--- config.mk ---
export PLATFORM = sky130hd
export DESIGN_NAME = game_tick_scheduler_flat
export DESIGN_NICKNAME = d
export VERILOG_FILES = /design/src/rtl/game_tick_scheduler_pkg.sv /design/src/rtl/game_tick_scheduler_if.sv /design/src/rtl/game_tick_scheduler_bcd4_counter.sv /design/src/rtl/game_tick_scheduler.sv /design/src/flat_wrapper.sv
export SDC_FILE = /design/constraint.sdc
export NUM_CORES = 1
export LEC_CHECK = 0
export ABC_AREA = 1
export CELL_PAD_IN_SITES_DETAIL_PLACEMENT = 0
export CELL_PAD_IN_SITES_GLOBAL_PLACEMENT = 2
export CORE_ASPECT_RATIO = 0.75
export CORE_MARGIN = 5
export CORE_UTILIZATION = 31
export DETAILED_ROUTE_END_ITERATION = 10
export GPL_TIMING_DRIVEN = 0
export PLACE_DENSITY_LB_ADDON = 0.1
export RECOVER_POWER = 100
export SLEW_MARGIN = 5
export SYNTH_ARGS = -nofsm -noshare
export SYNTH_HDL_FRONTEND = slang
export SYNTH_HIERARCHICAL = 1
export SYNTH_SLANG_ARGS = --single-unit
--- constraint.sdc ---
create_clock -name clk -period 3.3 [get_ports clk]
set_input_delay 0.66 -clock clk [delete_from_list [all_inputs] [get_ports clk]]
set_output_delay 0.66 -clock clk [all_outputs]
set_load 0.05 [all_outputs]
--- src/rtl/game_tick_scheduler_pkg.sv ---
// Shared definitions for the game run controller: state encodings, timing
// constants and the BCD increment helper used by the score counter.
package game_pkg;

    typedef enum logic [1:0] {
        ST_IDLE   = 2'd0,
        ST_RUN    = 2'd1,
        ST_PAUSED = 2'd2,
        ST_OVER   = 2'd3
    } state_e;

    localparam int          CYCLES_PER_FRAME_60HZ = 833333;
    localparam logic [15:0] SCORE_MAX_BCD         = 16'h9999;

    // Adds one to a 4-digit packed BCD value with ripple carry; no saturation here.
    function automatic logic [15:0] bcd4_inc(input logic [15:0] v);
        logic [15:0] r;
        logic        carry;
        r     = v;
        carry = 1'b1;
        for (int i = 0; i < 4; i++) begin
            if (carry) begin
                if (v[i*4 +: 4] == 4'd9) begin
                    r[i*4 +: 4] = 4'd0;
                end else begin
                    r[i*4 +: 4] = v[i*4 +: 4] + 4'd1;
                    carry       = 1'b0;
                end
            end else begin
                r[i*4 +: 4] = v[i*4 +: 4];
            end
        end
        return r;
    endfunction

endpackage

--- src/rtl/game_tick_scheduler_if.sv ---
// Player-control inputs and run-status outputs of the tick scheduler.
interface game_tick_scheduler_if;
    logic        start;
    logic        pause;
    logic        collision;
    logic        frame_tick;
    logic        game_tick;
    logic [3:0]  skip;
    logic [15:0] score;
    logic [1:0]  state;

    modport master (
        output start, pause, collision,
        input  frame_tick, game_tick, skip, score, state
    );

    modport slave (
        input  start, pause, collision,
        output frame_tick, game_tick, skip, score, state
    );
endinterface

--- src/rtl/game_tick_scheduler_bcd4_counter.sv ---
// Four-digit BCD score counter, saturating at 9999, with a flag marking an
// increment that wraps the low two digits to 00.
module bcd4_counter
    import game_pkg::*;
(
    input  logic        clk,
    input  logic        resetn,
    input  logic        clear,
    input  logic        inc,
    output logic [15:0] value,
    output logic        roll100
);

    logic [15:0] value_q;
    logic [15:0] value_d;
    logic        can_inc_s;

    // Next score value and hundred-point rollover flag.
    always_comb begin
        value_d   = value_q;
        can_inc_s = inc && (value_q != SCORE_MAX_BCD);
        roll100   = 1'b0;
        if (clear) begin
            value_d = 16'h0000;
        end else if (can_inc_s) begin
            value_d = bcd4_inc(value_q);
            roll100 = (value_q[7:0] == 8'h99);
        end else begin
            value_d = value_q;
        end
    end

    // Score register.
    always_ff @(posedge clk) begin
        if (!resetn) begin
            value_q <= 16'h0000;
        end else begin
            value_q <= value_d;
        end
    end

    assign value = value_q;

endmodule

--- src/rtl/game_tick_scheduler.sv ---
// Game loop run controller: frame strobe, frame-skipped game strobe, game
// state machine and score-driven speed-up.
module game_tick_scheduler
    import game_pkg::*;
#(
    parameter int         CYCLES_PER_FRAME = CYCLES_PER_FRAME_60HZ,
    parameter logic [3:0] INIT_SKIP        = 4'd7,
    parameter logic [3:0] MIN_SKIP         = 4'd1
) (
    input  logic                 clk,
    input  logic                 resetn,
    game_tick_scheduler_if.slave bus
);

    localparam logic [19:0] FRAME_RELOAD = 20'(CYCLES_PER_FRAME - 1);

    state_e      state_q, state_d;
    logic [19:0] frame_cnt_q, frame_cnt_d;
    logic [3:0]  skip_cnt_q, skip_cnt_d;
    logic [3:0]  skip_q, skip_d;
    logic        frame_tick_s;
    logic        game_tick_s;
    logic        start_new_s;
    logic        roll100_s;
    logic [15:0] score_s;

    bcd4_counter u_score (
        .clk     (clk),
        .resetn  (resetn),
        .clear   (start_new_s),
        .inc     (game_tick_s),
        .value   (score_s),
        .roll100 (roll100_s)
    );

    // Strobe decode, state transitions and counter/skip next values.
    always_comb begin
        frame_tick_s = (state_q == ST_RUN) && (frame_cnt_q == 20'd0);
        game_tick_s  = frame_tick_s && (skip_cnt_q == 4'd0);
        start_new_s  = ((state_q == ST_IDLE) || (state_q == ST_OVER)) && bus.start;
        state_d      = state_q;
        frame_cnt_d  = frame_cnt_q;
        skip_cnt_d   = skip_cnt_q;
        skip_d       = skip_q;

        case (state_q)
            ST_IDLE, ST_OVER: begin
                if (bus.start) state_d = ST_RUN;
                else           state_d = state_q;
            end
            ST_RUN: begin
                if (bus.collision)  state_d = ST_OVER;
                else if (bus.pause) state_d = ST_PAUSED;
                else                state_d = ST_RUN;
            end
            ST_PAUSED: begin
                if (bus.pause) state_d = ST_RUN;
                else           state_d = ST_PAUSED;
            end
            default: state_d = ST_IDLE;
        endcase

        // Counters advance in every RUN cycle, including the one that leaves RUN.
        if (start_new_s) begin
            frame_cnt_d = FRAME_RELOAD;
            skip_cnt_d  = INIT_SKIP;
        end else if (state_q == ST_RUN) begin
            frame_cnt_d = (frame_cnt_q == 20'd0) ? FRAME_RELOAD : (frame_cnt_q - 20'd1);
            if (frame_tick_s) begin
                skip_cnt_d = (skip_cnt_q == 4'd0) ? skip_q : (skip_cnt_q - 4'd1);
            end else begin
                skip_cnt_d = skip_cnt_q;
            end
        end else begin
            frame_cnt_d = frame_cnt_q;
            skip_cnt_d  = skip_cnt_q;
        end

        // A new skip value only reaches skip_cnt at its next reload.
        if (start_new_s) begin
            skip_d = INIT_SKIP;
        end else if (roll100_s && (skip_q > MIN_SKIP)) begin
            skip_d = skip_q - 4'd1;
        end else begin
            skip_d = skip_q;
        end
    end

    // State, frame/skip counters and skip register.
    always_ff @(posedge clk) begin
        if (!resetn) begin
            state_q     <= ST_IDLE;
            frame_cnt_q <= FRAME_RELOAD;
            skip_cnt_q  <= INIT_SKIP;
            skip_q      <= INIT_SKIP;
        end else begin
            state_q     <= state_d;
            frame_cnt_q <= frame_cnt_d;
            skip_cnt_q  <= skip_cnt_d;
            skip_q      <= skip_d;
        end
    end

    assign bus.frame_tick = frame_tick_s;
    assign bus.game_tick  = game_tick_s;
    assign bus.skip       = skip_q;
    assign bus.score      = score_s;
    assign bus.state      = state_q;

endmodule

--- src/flat_wrapper.sv ---
// flat-port wrapper written by rule: the top's interface ports become plain ports
module game_tick_scheduler_flat import game_pkg::*;
#(
    parameter int         CYCLES_PER_FRAME = CYCLES_PER_FRAME_60HZ,
    parameter logic [3:0] INIT_SKIP        = 4'd7,
    parameter logic [3:0] MIN_SKIP         = 4'd1
)
  (clk, resetn, bus_start, bus_pause, bus_collision, bus_frame_tick, bus_game_tick, bus_skip, bus_score, bus_state);
  game_tick_scheduler_if bus_i ();
  input  logic clk;
  input  logic resetn;
  input wire logic [$bits(bus_i.start)-1:0] bus_start;
  input wire logic [$bits(bus_i.pause)-1:0] bus_pause;
  input wire logic [$bits(bus_i.collision)-1:0] bus_collision;
  output wire logic [$bits(bus_i.frame_tick)-1:0] bus_frame_tick;
  output wire logic [$bits(bus_i.game_tick)-1:0] bus_game_tick;
  output wire logic [$bits(bus_i.skip)-1:0] bus_skip;
  output wire logic [$bits(bus_i.score)-1:0] bus_score;
  output wire logic [$bits(bus_i.state)-1:0] bus_state;
  assign bus_i.start = bus_start;
  assign bus_i.pause = bus_pause;
  assign bus_i.collision = bus_collision;
  assign bus_frame_tick = bus_i.frame_tick;
  assign bus_game_tick = bus_i.game_tick;
  assign bus_skip = bus_i.skip;
  assign bus_score = bus_i.score;
  assign bus_state = bus_i.state;
  game_tick_scheduler #(.CYCLES_PER_FRAME(CYCLES_PER_FRAME), .INIT_SKIP(INIT_SKIP), .MIN_SKIP(MIN_SKIP)) u_core (.clk(clk), .resetn(resetn), .bus(bus_i));
endmodule
==> results of run 1 <==
[metrics by stage]
step                setup slack (ns)  hold WS (ns)  area [µm²]  utilization  instances
floorplan                     0.3708        0.4406        2661            -        386
global placement             0.05992        0.4510        3077       0.3655        522
detailed placement           0.06845        0.4566        3077       0.3655        522
CTS                          0.06175        0.4663        3223       0.3829        530
global route                 0.08182        0.4943        3172       0.3768        530
finish                        0.2278        0.4658        3172       0.3768        530
[logic make-up (layout without fill, tap and decap cells)]
logic type,count (synthesis),after routing,synth area share
AOI/OAI and AO/OA,37,37,0.07341
xor gates and xnor gates,13,13,0.04282
adders and majority gates,7,7,0.03294
buffers and inverters,57,93,0.08894
DFF,46,46,0.3464
and+or+nand+nor,226,226,0.4155
[synth_stat cells (2+ instances only)]
cell type | n | area (µm²)
or2_2 | 2 | 12.51
nand3_4 | 2 | 35.03
ha_1 | 7 | 87.58
nand3_1 | 17 | 85.08
a21oi_1 | 10 | 50.05
xor2_1 | 9 | 78.83
nor2_4 | 6 | 67.56
dfxtp_1 | 46 | 920.9
nand2_2 | 3 | 18.77
nand4_1 | 8 | 50.05
nor2_2 | 11 | 68.82
nand2_1 | 93 | 349.1
o21ai_0 | 15 | 75.07
nand3_2 | 2 | 20.02
nand3b_1 | 2 | 15.01
inv_2 | 8 | 30.03
and2_1 | 2 | 12.51
nand2_4 | 5 | 56.30
clkinv_1 | 3 | 11.26
nor2_1 | 69 | 259.0
o21ai_1 | 9 | 45.04
inv_1 | 42 | 157.7
xnor2_1 | 4 | 35.03
[metal layers]
layer / track usage / routed length, µm / vias to the layer above
met2: 0.1520 / 2230 / 22
met1: 0.2033 / 3781 / 995
li1: - / - / 1270
met3: 0.03490 / 180 / 4
met5: 0 / 0 / -
met4: 0.03152 / 40 / 0
[worst paths after layout]
check	end	cells after the start	slack [ns]	startpoint
hold reg to reg	u_core/frame_cnt_q[0]	2	0.47	u_core/frame_cnt_q[0]
hold / removal	u_core/frame_cnt_q[0]	2	0.47	u_core/frame_cnt_q[0]
setup / recovery	bus_frame_tick	10	0.23	u_core/bus.state[1]
setup reg to reg	u_core/bus.skip[2]	16	0.72	u_core/bus.state[1]
[power groups by stage]
stage	Clock [W]	Sequential [W]	Combinational, W
global route	0.000567	0.000577	0.000178
detailed placement	0	0.000588	0.000167
finish	0.000513	0.000575	0.000155
CTS	0.000539	0.000575	0.000168
global placement	0	0.000588	0.000167
floorplan	0	0.000600	0.000108
[sequential cells by signal, indices dropped and copies added (netlist names)]
name / cells
u_core/skip_cnt_q: 4
u_core/frame_cnt_q: 20
u_core/bus.state: 2
u_core/bus.skip: 4
u_core/u_score/value: 16
[repair_timing]
item                                    in CTS  in global routing
hold endpoints to repair                     0                  0
resized for setup                            1                  1
endpoints found under the setup margin       1                  1
[worst register-to-register path: cells and delay by family (launching register included)]
kind / cells / cell delay (ns)
and+or+nand+nor: 11 / 1.56
buffers and inverters: 4 / 0.39
DFF: 1 / 0.34
adders and majority gates: 1 / 0.14
[final cells by class]
type	count	area share
buffer	3	0.006312
clock inverter	1	0.001578
sequential	46	0.2903
tap	108	0.04260
inverter	54	0.06469
multi-input combinational	283	0.4615
timing repair buffer	28	0.08797
clock buffer	7	0.04497
==> impl_table.tex, run 1 <==
\begin{tabular}{lr}
\hline
Metric & Value \\
\hline
\multicolumn{2}{l}{\textbf{Floorplanning}} \\
Placeable core region & 0.008418 mm² \\
Height of the die & 90.21 µm \\
Row count & 29 \\
Initial core utilization & 0.3158 \\
Die boundary width & 116.9 µm \\
DIE AREA & 0.01055 mm² \\
I/O pin cnt & 29 \\
\multicolumn{2}{l}{\textbf{Cells and area}} \\
Leading cell type in the layout, fill and taps excluded & nand2\_1 \\
Area used by multi-input combinational logic & 0.001464 mm² \\
Share of cells above drive strength 1 & 0.1066 \\
Layout Area Growth over Synthesis & 19.29\% \\
NumNets Final & 433 \\
Highest-count cells in the layout ignoring fill and taps & nand2\_1 (95), nor2\_1 (69), dfxtp\_1 (46), inv\_1 (43), dlygate4sd3\_1 (23) \\
Seq. cell area & 920.9 µm² \\
Total of fill cells in the finished design & 944 \\
Antenna diode count & 0 \\
\multicolumn{2}{l}{\textbf{GRT}} \\
Wire length of the first global-routing pass & 10.52 mm \\
Maximum number of pins on one net before global-route repair & 14 \\
Gr usage total & 0.1240 \\
Number of antenna violations at the first check in global routing & 0 \\
Total overflow reported by the global router & 0 \\
Via count of the first global-routing pass & 2126 \\
\multicolumn{2}{l}{\textbf{Route}} \\
Number of DRC markers in iteration 0 & 75 \\
Total DRC errors in the routed layout & 0 \\
Post-DRT Antenna Nets & 0 \\
Overall via count from detail\_route & 2291 \\
Average wire per standard cell & 11.76 µm \\
Post-Route WL & 6.232 mm \\
Number of vias per cell after detailed routing & 4.323 \\
First-pass detailed-route iteration total & 4 \\
\multicolumn{2}{l}{\textbf{Worst hold path}} \\
Hold WC Path Type & reg -> reg \\
\multicolumn{2}{l}{\textbf{Power}} \\
Worst voltage drop across the vdd grid & 0.0002106 V \\
Reported leakage power & 1.435 nW \\
Switching part of the total power & 0.2611 \\
Share of total power in sequential cells & 0.462 \\
Clock network fraction of design power & 0.412 \\
Internal power summed over all cells & 0.0009182 W \\
Combinational share of power & 0.125 \\
Power per unit of standard cell area & 391.8 mW/mm² \\
Power, Total & 0.001243 W \\
Psw & 0.0003245 W \\
\multicolumn{2}{l}{\textbf{Critical path}} \\
Category of the worst setup path capture point & output port \\
Critical path class & reg -> out \\
Critical Path Slowest Stage Cell & clkdlybuf4s50\_1 \\
Buffers plus inverters on the worst setup path & 5 \\
Cells along the critical path & inv\_1 > ha\_1 > buf\_6 > inv\_4 > nor2\_4 > nand2\_1 > nor2\_4 > nand3\_4 > inv\_1 > clkdlybuf4s50\_1 \\
Critical Path Max Stage Delay & 0.81 ns \\
Kind of launch point of the worst setup path & flop \\
Arrival time reported for the critical path endpoint & 2.41 ns \\
Largest delay contributor family on the critical path & buffers and inverters \\
Crit path max fanout & 9 \\
Required time worst endpoint & 2.64 ns \\
\multicolumn{2}{l}{\textbf{Clock network}} \\
Clock transition time at the flip-flop clock pins of the worst setup and hold paths & 0.06 ns \\
Clock tree sinks & 46 \\
Clock buffer depth & 2 \\
Post-CTS setup buffer count & 0 \\
H-tree depth reported by CTS & 2 \\
Clock Root Buffer & clkbuf\_16 \\
Number of clock buffers inserted by TritonCTS & 5 \\
Number of hold buffers added after CTS & 0 \\
CTS tree & built \\
Clock latency of the later-clocked register in the worst-skew pair & 0.28 ns \\
\multicolumn{2}{l}{\textbf{STA}} \\
Number of setup violations in the final report & 0 \\
Final slew viol count & 0 \\
Final count of hold timing violations & 0 \\
Maximum frequency from static timing analysis & 325.5 MHz \\
Summed negative setup slack over all endpoints & 0 ns \\
Final period util & 0.9310 \\
Least-Margin Pin Slew & 0.8661 ns \\
Setup repair after global routing missed its margin & no \\
Final Critical Period & 3.072 ns \\
Slew Limit Headroom & 0.4205 \\
Worst clock skew & 0.004740 ns \\
\multicolumn{2}{l}{\textbf{Synth}} \\
Post-synthesis instance total & 386 \\
Synthesized cell area & 0.002659 mm² \\
Synth Flop Type & dfxtp\_1 \\
Async set or reset register ratio after synthesis & 0 \\
Yosys synthesis warning count & 6 \\
Mapped Avg Cell Area & 6.888 µm² \\
Post-synth EDFFs & 0 \\
Sequential cell area fraction in the yosys report & 0.3464 \\
Nets in the synthesized netlist & 398 \\
Number of synthesized register bits & 46 \\
Count of cell types in the netlist & 34 \\
\multicolumn{2}{l}{\textbf{Status}} \\
Outcome & finished clean \\
\multicolumn{2}{l}{\textbf{Placement}} \\
Detailed placer's ending HPWL & 4.792 mm \\
Routability cong. & 0.7388 \\
Number of input and output port buffers inserted & 28 \\
\multicolumn{2}{l}{\textbf{Run}} \\
Max-cap check violation count & 0 \\
\hline
\end{tabular}
Power figures use the tool's default switching activity.
==> run 2: changes to the inputs <==
--- a/config.mk
+++ b/config.mk
@@ -6,6 +6,7 @@
 export NUM_CORES = 1
 export LEC_CHECK = 0
 export ABC_AREA = 1
+export CAP_MARGIN = 30
 export CELL_PAD_IN_SITES_DETAIL_PLACEMENT = 0
 export CELL_PAD_IN_SITES_GLOBAL_PLACEMENT = 2
 export CORE_ASPECT_RATIO = 0.75
==> results of run 2 <==
Same layout as run 1: the final DEF is identical, and so are final timing and power.
==> run 3: changes to the inputs <==
--- a/config.mk
+++ b/config.mk
@@ -16,6 +16,7 @@
 export GPL_TIMING_DRIVEN = 0
 export PLACE_DENSITY_LB_ADDON = 0.1
 export RECOVER_POWER = 100
+export REMOVE_ABC_BUFFERS = 1
 export SLEW_MARGIN = 5
 export SYNTH_ARGS = -nofsm -noshare
 export SYNTH_HDL_FRONTEND = slang
==> impl_table.tex, run 3 (synthesis results as in run 1) <==
\begin{tabular}{lr}
\hline
Metric & Value \\
\hline
\multicolumn{2}{l}{\textbf{Clock network}} \\
Clock tree sinks & 46 (unchanged) \\
CTS tree & built \\
Clock latency of the later-clocked register in the worst-skew pair & 0.28 ns (about the same) \\
Clock Root Buffer & clkbuf\_16 \\
Clock transition time at the flip-flop clock pins of the worst setup and hold paths & 0.06 ns (about the same) \\
H-tree depth reported by CTS & 2 (unchanged) \\
Number of hold buffers added after CTS & 0 (unchanged) \\
Number of clock buffers inserted by TritonCTS & 5 (unchanged) \\
Clock buffer depth & 2 (unchanged) \\
\multicolumn{2}{l}{\textbf{Floorplanning}} \\
Placeable core region & 0.008418 mm² (unchanged) \\
Initial core utilization & 0.3158 (unchanged) \\
I/O pin cnt & 29 (unchanged) \\
Die boundary width & 116.9 µm (unchanged) \\
Row count & 29 (unchanged) \\
Height of the die & 90.21 µm (unchanged) \\
DIE AREA & 0.01055 mm² (unchanged) \\
\multicolumn{2}{l}{\textbf{STA}} \\
Slew Limit Headroom & 0.5027 (+0.08224) \\
Summed negative setup slack over all endpoints & 0 ns (unchanged) \\
Final slew viol count & 0 (unchanged) \\
Least-Margin Pin Slew & 0.7432 ns (-0.1229 ns) \\
Final Critical Period & 2.872 ns (-0.1998 ns) \\
Final period util & 0.8704 (-0.06055) \\
Final count of hold timing violations & 0 (unchanged) \\
Worst clock skew & 0.005586 ns (+0.0008464 ns) \\
Number of setup violations in the final report & 0 (unchanged) \\
Setup repair after global routing missed its margin & no \\
Maximum frequency from static timing analysis & 348.1 MHz (+7.0\%) \\
\multicolumn{2}{l}{\textbf{Route}} \\
Number of vias per cell after detailed routing & 4.429 (+2.5\%) \\
Post-DRT Antenna Nets & 0 (unchanged) \\
Post-Route WL & 6.136 mm (-1.5\%) \\
Number of DRC markers in iteration 0 & 137 (+83\%) \\
Total DRC errors in the routed layout & 0 (unchanged) \\
First-pass detailed-route iteration total & 4 (unchanged) \\
Average wire per standard cell & 11.64 µm (-0.98\%) \\
Overall via count from detail\_route & 2334 (+1.9\%) \\
\multicolumn{2}{l}{\textbf{Critical path}} \\
Worst r2r path cells & 15 (-1) \\
Required time worst endpoint & 3.45 ns (+0.81 ns) \\
Arrival time reported for the critical path endpoint & 3.02 ns (+0.61 ns) \\
Category of the worst setup path capture point & flop \\
Crit path max fanout & 11 (+2) \\
Critical path class & in -> reg \\
Kind of launch point of the worst setup path & primary input \\
\multicolumn{2}{l}{\textbf{Cells and area}} \\
Layout Utilization & 0.3708 (-0.005946) \\
Share of cells above drive strength 1 & 0.09785 (-0.008783) \\
Most flops, register & u\_core/frame\_cnt\_q \\
Post-route cell area & 0.003122 mm² (-1.6\%) \\
Flip-flop count of the largest register, all copies and words added & 20 (unchanged) \\
Seq. cell area & 920.9 µm² (unchanged) \\
Antenna diode count & 0 (unchanged) \\
Highest-count cells in the layout ignoring fill and taps & nand2\_1 (95), nor2\_1 (70), dfxtp\_1 (46), inv\_1 (44), dlygate4sd3\_1 (23) \\
Total of fill cells in the finished design & 947 (+0.32\%) \\
NumNets Final & 431 (-0.46\%) \\
Area used by multi-input combinational logic & 0.001451 mm² (-0.85\%) \\
Leading cell type in the layout, fill and taps excluded & nand2\_1 \\
Layout Area Growth over Synthesis & 17.41\% \\
\multicolumn{2}{l}{\textbf{GRT}} \\
Total overflow reported by the global router & 0 (unchanged) \\
Maximum number of pins on one net before global-route repair & 13 (-1) \\
Via count of the first global-routing pass & 2230 (+4.9\%) \\
Number of antenna violations at the first check in global routing & 0 (unchanged) \\
Global-route track usage on met2 & 0.1700 (+0.01799) \\
Most heavily used metal layer in global routing & met1 \\
Gr usage total & 0.1255 (+0.001454) \\
GR Util met3 & 0.03221 (-0.002685) \\
Wire length of the first global-routing pass & 10.93 mm (+3.9\%) \\
Met1 track demand over resource in global routing & 0.1985 (-0.004714) \\
\multicolumn{2}{l}{\textbf{Worst hold path}} \\
Hold depth & 2 (unchanged) \\
Hold WC Path Type & reg -> reg \\
\multicolumn{2}{l}{\textbf{Placement}} \\
Instance area after placement & 0.003050 mm² (-0.85\%) \\
Routability cong. & 0.7701 (+4.2\%) \\
Detailed placer's ending HPWL & 4.672 mm (-2.5\%) \\
Number of input and output port buffers inserted & 28 (unchanged) \\
\multicolumn{2}{l}{\textbf{Run}} \\
Max-cap check violation count & 0 (unchanged) \\
\multicolumn{2}{l}{\textbf{Power}} \\
Worst voltage drop across the vdd grid & 0.0001642 V (-22\%) \\
Reported leakage power & 1.415 nW (-1.4\%) \\
Power per unit of standard cell area & 386.6 mW/mm² (-1.3\%) \\
\multicolumn{2}{l}{\textbf{Status}} \\
Outcome & finished clean \\
\hline
\end{tabular}
[run 3: final timing paths]
check	startpoint	end	slack, ns
worst min-delay path	u_core/frame_cnt_q[0]	u_core/frame_cnt_q[0]	0.47
worst max-delay path	resetn	u_core/frame_cnt_q[10]	0.43
worst max register to register	u_core/bus.state[1]	u_core/bus.skip[2]	0.55
worst min register to register	u_core/frame_cnt_q[0]	u_core/frame_cnt_q[0]	0.47
[run 3: what timing repair did]
item                       in CTS  in global routing
cloned                          0                  0
setup endpoints to repair       1                  2
buffers inserted                0                  0
resized for setup               3                  3
[run 3: worst max-delay path: stages]
cell	delay, ns
dlygate4sd3_1	0.55
inv_1	0.09
nor2_1	0.59
nand2_1	0.52
inv_1	0.45
o21ai_0	0.15
[run 3: metal layers]
metal	share of wire	vias up
met3	0.043	4
met5	0	-
met1	0.56	1032
met2	0.39	34
li1	-	1264
met4	0.0049	0
[run 3: area by class of cell]
class | instances | area share
Clock buffer | 7 | 0.04248
Inverter | 54 | 0.06573
Multi-Input combinational cell | 283 | 0.4649
Sequential cell | 46 | 0.2950
Tap cell | 108 | 0.04329
Timing Repair Buffer | 29 | 0.08858
[run 3: metrics by stage]
stage | setup slack [ns] | total power, W | hold WS [ns] | std cells
final | 0.4276 | 0.001207 | 0.4657 | 527
after global routing | 0.2161 | 0.001278 | 0.5001 | 527
after CTS | 0.08077 | 0.001243 | 0.4666 | 527
after detailed placement | -0.3805 | 0.0007432 | 0.4566 | 520
after global placement | -0.3766 | 0.0007421 | 0.4539 | 519
after floorplan | -0.1554 | 0.0006966 | 0.4420 | 383
[run 3: power by group]
part	leakage (nW)	switching, W	total [W]	internal, W
Sequential	0.372	0.00000853	0.000575	0.000566
Clock	0.0640	0.000208	0.000486	0.000278
Combinational	0.979	0.0000999	0.000146	0.0000460
